$ cat src/rtl/serial_subtractor.sv
// Bit-serial subtractor: diff = a - b - bin, one bit per clock, LSB first.
// Reports unsigned borrow, signed overflow and zero once the last bit is processed.
module serial_subtractor #(
  parameter int WIDTH = 8
) (
  input  logic             clk,
  input  logic             rst,
  input  logic             start,
  input  logic [WIDTH-1:0] a,
  input  logic [WIDTH-1:0] b,
  input  logic             bin,
  output logic             busy,
  output logic             done,
  output logic [WIDTH-1:0] diff,
  output logic             bout,
  output logic             ovf,
  output logic             zero
);

  localparam int CW = $clog2(WIDTH);
  localparam logic [CW-1:0] LAST = CW'(WIDTH - 1);

  typedef enum logic {S_IDLE, S_RUN} state_t;

  state_t           state_q, state_d;
  logic [WIDTH-1:0] sa_q, sa_d;
  logic [WIDTH-1:0] sb_q, sb_d;
  logic             br_q, br_d;
  logic [CW-1:0]    cnt_q, cnt_d;
  logic [WIDTH-1:0] res_q, res_d;
  logic [WIDTH-1:0] diff_q, diff_d;
  logic             bout_q, bout_d;
  logic             ovf_q, ovf_d;
  logic             zero_q, zero_d;
  logic             done_q, done_d;

  logic             x_bit, y_bit, d_bit, borrow_nx;
  logic [WIDTH-1:0] res_next;

  assign x_bit     = sa_q[0];
  assign y_bit     = sb_q[0];
  assign d_bit     = x_bit ^ y_bit ^ br_q;
  assign borrow_nx = (~x_bit & y_bit) | (~(x_bit ^ y_bit) & br_q);
  // New bit enters at the MSB; after WIDTH shifts bit 0 lands in position 0.
  assign res_next  = {d_bit, res_q[WIDTH-1:1]};

  always_comb begin
    state_d = state_q;
    sa_d    = sa_q;
    sb_d    = sb_q;
    br_d    = br_q;
    cnt_d   = cnt_q;
    res_d   = res_q;
    diff_d  = diff_q;
    bout_d  = bout_q;
    ovf_d   = ovf_q;
    zero_d  = zero_q;
    done_d  = 1'b0;
    case (state_q)
      S_IDLE: begin
        if (start) begin
          sa_d    = a;
          sb_d    = b;
          br_d    = bin;
          cnt_d   = '0;
          res_d   = '0;
          state_d = S_RUN;
        end
      end
      S_RUN: begin
        sa_d  = sa_q >> 1;
        sb_d  = sb_q >> 1;
        br_d  = borrow_nx;
        res_d = res_next;
        cnt_d = cnt_q + CW'(1);
        if (cnt_q == LAST) begin
          // br_q is the borrow into the MSB; borrow_nx is the borrow out of it.
          diff_d  = res_next;
          bout_d  = borrow_nx;
          ovf_d   = br_q ^ borrow_nx;
          zero_d  = (res_next == '0);
          done_d  = 1'b1;
          cnt_d   = '0;
          state_d = S_IDLE;
        end
      end
      default: state_d = S_IDLE;
    endcase
  end

  always_ff @(posedge clk) begin
    if (rst) begin
      state_q <= S_IDLE;
      sa_q    <= '0;
      sb_q    <= '0;
      br_q    <= 1'b0;
      cnt_q   <= '0;
      res_q   <= '0;
      diff_q  <= '0;
      bout_q  <= 1'b0;
      ovf_q   <= 1'b0;
      zero_q  <= 1'b0;
      done_q  <= 1'b0;
    end else begin
      state_q <= state_d;
      sa_q    <= sa_d;
      sb_q    <= sb_d;
      br_q    <= br_d;
      cnt_q   <= cnt_d;
      res_q   <= res_d;
      diff_q  <= diff_d;
      bout_q  <= bout_d;
      ovf_q   <= ovf_d;
      zero_q  <= zero_d;
      done_q  <= done_d;
    end
  end

  assign busy = (state_q == S_RUN);
  assign done = done_q;
  assign diff = diff_q;
  assign bout = bout_q;
  assign ovf  = ovf_q;
  assign zero = zero_q;

endmodule

$ cat config.mk
export PLATFORM = sky130hd
export DESIGN_NAME = serial_subtractor
export DESIGN_NICKNAME = d
export VERILOG_FILES = /design/src/rtl/serial_subtractor.sv
export SDC_FILE = /design/constraint.sdc
export NUM_CORES = 1
export LEC_CHECK = 0
export CAP_MARGIN = 20
export CORE_ASPECT_RATIO = 1.4
export CORE_UTILIZATION = 48
export CTS_CLUSTER_DIAMETER = 60
export CTS_CLUSTER_SIZE = 28
export DETAILED_ROUTE_END_ITERATION = 10
export PLACE_DENSITY_LB_ADDON = 0.25
export SLEW_MARGIN = 5
export SYNTH_ARGS = -nofsm -noshare
export SYNTH_HDL_FRONTEND = slang
export SYNTH_SLANG_ARGS = --single-unit
$ cat constraint.sdc
create_clock -name clk -period 2.7 [get_ports clk]
set_clock_uncertainty 0.05 [all_clocks]
set_input_delay 0.54 -clock clk [delete_from_list [all_inputs] [get_ports clk]]
set_output_delay 0.54 -clock clk [all_outputs]
set_load 0.05 [all_outputs]
== After elaboration in Yosys (flattened, before gate mapping) ==
Index checks and enable logic that the tools add are counted.
W data, S select, Z words.
Storage, ports and cells
  bits in writable memories: 0
  memories kept: 0
  bits in registers: 41
  bits of input ports: 20
  memory bits (read-only): 0
  word-level logic and storage cells: 41
  latch bits: 0
Cells by class
  eq/ne operators: 2
  muxes and demuxes: 15
  shift operators: 0
  multipliers: 0
  div/mod/pow operators: 0
  magnitude comparators: 0
  bitwise operators: 9
  reduce and logical (&&, ||, !) cells: 3
  add/subtract/negate cells: 1
Operators with widths (number)
  $pmux W8 S2: 3
  $mux W8: 3
  $logic_not A8 Y1: 1
  $mux W3: 2
  $pmux W3 S2: 1
  $mux W1: 4
  $pmux W1 S2: 2
  $add A3 B1 Y3 const B: 1
  $eq A3 B3 Y1 const B: 1
  $not A1 Y1: 3
  $xor A1 B1 Y1: 3
  $and A1 B1 Y1: 2
  $ne A2 B2 Y1 const B: 1
  $reduce_and A2 Y1: 1
  $reduce_or A2 Y1: 1
  $or A1 B1 Y1: 1

== Depth between registers and ports, before layout ==
  depth in word-level cells: 5
  mapped depth: 6
  gate-level depth less buffers: 5

== Worst setup path after synthesis ==
No wires, ideal clock.
  kind: register to register
  start point: register state_q, in the netlist busy
  end point: register sa_q[0]
  library setup time: 0.128 ns
  arrival: 1.244 ns
  path slack: 1.278 ns
  required time: 2.522 ns
  cell stages (with the launch flop): 5
  period minus slack after synthesis: 1.422 ns
  path through: dfxtp_1 -> buf_6 -> buf_6 -> mux2i_1 -> nor2_1
Between the ends
  cells in the longest elaborated chain, start to end: 2
  elaborated cells on any way between the ends: 3
Ends and longest elaborated chain
  start: declaration: RTL line 25  | state_t state_q, state_d;
  start signal: assignment: RTL line 105  | state_q <= state_d;
  $not A1 Y1
  $pmux W8 S2 or $ne A2 B2 Y1 (tied branches)
  end signal: assignment: RTL line 94  | sa_q <= '0;
  end signal: assignment: RTL line 106  | sa_q <= sa_d;
  end: declaration: RTL line 26  | logic [WIDTH-1:0] sa_q, sa_d;
Parallel ways exist; a longest one is shown, timed or not.
A chain may end at the register's enable or synchronous reset.

== Worst setup path in the final report ==
  start point: register zero_q, in the netlist zero
  end point: output port zero
RTL lines
  start: declaration: RTL line 34  | logic zero_q, zero_d;
  start signal: assignment: RTL line 114  | zero_q <= zero_d;
  end: declaration: RTL line 17  | output logic zero
No word-level cell between the ends.

==> results.cfg <==
[critical_path]
cp_slowest_cell = clkdlybuf4s50_1
crit_path_cell_trace = clkdlybuf4s50_1
path_delay_family = buffers and inverters
startpoint_type = register
path_buf_inv = 1
cp.arrival_ns = 1.43
cp.required_ns = 2.11
critPathKind = reg2out
worst_setup_path_end_kind = primary output
crit_fanout = 2
max_stage_delay_ns = 0.80

[global_route]
grt-ovfl-total = 0
grt_pass1_wl_um = 5390
grt_pass1_vias = 1226
grt_start_max_net_pins = 41
grt.total_usage_pct = 18.9
antenna_found_initial = 0

[die]
core_sq_um = 3440
die_w_um = 53.3
die_area_sq_um = 3940
ios = 33
die_h_um = 73.9
start_util_pct = 51.5
fp-row-count = 25

[sta]
setup_slack_ns = 0.680
fmax_mhz = 495
slew_headroom_pct = 51.3
fin_setup_tns_ns = 0
fin_crit_ns = 2.02
hold_viol_final = 0
worstMarginPinSlew_ns = 0.730
finalCritPeriodShare_pct = 74.8
setup_violations = 0
rsz0062_at_grt = no
slew_violations = 0

[cts]
ctsResizeCount = 0
clkSlewWorstSetupHoldPaths_ns = 0.08
htree_levels = 2
root_buffer = clkbuf_8
clock-sinks = 40
clkLatencyLatePin_ns = 0.29
postCtsHoldBufs = 0
cts_tree = done
post-cts-setup-buffer-count = 0
cts_made_buffers = 5
clockBufferDepth = 2

[logic_synthesis]
netlist_instances = 178
yosys.area_share.simple_pct = 17.0
synthAdderAreaFrac_pct = 2.54
synth_area_sq_um = 1770
ys_seq_area_share_pct = 45.2
postSynthAreaPerCell_sq_um = 9.95
synthXorXnorAreaFrac_pct = 0.495
synth_warnings = 0
ys_ff_latch = 40
synth_top_family_by_area = multiplexers
synth_mux_area_share_pct = 20.9
synth_cell_types = 24
synth_compound_area_share_pct = 7.42
syn-num-nets = 201

[placement]
dp_hpwl_um = 2200
dpl_worst_slack_ns = 0.603
gp_congestion = 0.717
port_buffers = 32

[pwr]
p_leak_nw = 0.847
p_per_area_nw_per_um2 = 582
vdd_drop_max_v = 0.000564
power_mw = 1.27

[routing]
drt_pass1_iterations = 4
wl_um = 3190
drc = 0
routedWlPerCell_um = 12.8
vias_per_cell = 5.16
initialDrtViolationCount = 18
drtAntennaViolNets = 0
vias = 1285

[final_layout]
fin_nets = 231
mostFrequentLayoutCells = 40 x dfxtp_1, 31 x clkdlybuf4s50_1, 26 x nor2_1
areaGrowthSynthToFinish_pct = 23.3
antenna_cells = 0
final_common_cell = dfxtp_1
drive_gt1_share_pct = 12.9

[run_status]
status = finished, final reports clean

[min_path]
holdCritPathClass = reg2reg

[job]
max-cap-violations = 0
==> cell usage after synthesis, drive strengths merged <==
library cell / n / area (sq um)
nor3b: 9 / 67.6
a21oi: 20 / 100
nor2b: 1 / 6.26
buf: 9 / 91.3
dfxtp: 40 / 801
fa: 1 / 20.0
xnor2: 1 / 8.76
a211oi: 3 / 22.5
nor4: 2 / 12.5
nand2: 20 / 75.1
ha: 2 / 25.0
nand2b: 3 / 18.8
nor3: 2 / 10.0
nor2: 26 / 97.6
mux2i: 16 / 160
mux2: 14 / 210
clkbuf: 4 / 15.0
inv: 2 / 7.51
nand3: 1 / 5.00
o22a: 1 / 8.76
and2: 1 / 7.51
==> registers in the layout, summed over array words and instances, names as in the netlist <==
name,flops
zero,1
ovf,1
done,1
diff,8
bout,1
res_q,7
br_q,1
sa_q,8
busy,1
cnt_q,3
sb_q,8
==> worst reg2reg max path, cell delays in order (launching register included) <==
cell     delay, ns
dfxtp_1       0.80
nand2_1       0.41
nand2_1       0.16
a21oi_1       0.08
==> area by class of cell <==
cell class / instances / area, sq um
inverter: 2 / 7.51
sequential: 40 / 801
timing repair buffer: 36 / 360
clock buffer: 6 / 72.6
fill: 319 / 1260
tap: 40 / 50.0
multi-input combinational: 123 / 856
clock inverter: 2 / 35.0
==> logic make-up (layout without fill, tap and decap cells) <==
group           Yosys count  count (layout)
compound gates           24              24
xor+xnor                  1               1
fa+ha+maj                 3               3
buf+inv                  15              46
flops                    40              40
mux                      30              30
simple gates             65              65
==> metrics by stage <==
stage          instance area [sq um]  utilization, %  hold slack (ns)  instances
3_5_place_dp                    2070            60.3            0.396        241
5_1_grt                         2180            63.4            0.435        249
4_1_cts                         2180            63.4            0.406        249
3_3_place_gp                    2070            60.3            0.392        241
2_1_floorplan                   1770               -            0.390        178
6_report                        2180            63.4            0.408        249
==> layer usage <==
metal / up-vias / GRT usage [%] / wire (um)
met5: - / 0 / 0
met4: 0 / 7.02 / 50
met2: 38 / 31.3 / 1600
met1: 580 / 22.7 / 1390
met3: 5 / 5.59 / 143
li1: 662 / - / -
==> power breakdown <==
| part | total, mW | switching (mW) | internal [mW] |
|---|---|---|---|
| registers | 0.632 | 0.0205 | 0.612 |
| logic | 0.160 | 0.0666 | 0.0936 |
| clock network | 0.477 | 0.203 | 0.274 |
| total | 1.27 | 0.290 | 0.980 |
==> worst paths after layout <==
check	end	slack [ns]	cells past startpoint	start
max	zero	0.68	1	zero
min	ovf	0.41	2	ovf
max reg2reg	zero	1.09	3	busy
min reg2reg	ovf	0.41	2	ovf
No activity file was read; power rests on OpenSTA's default activity.
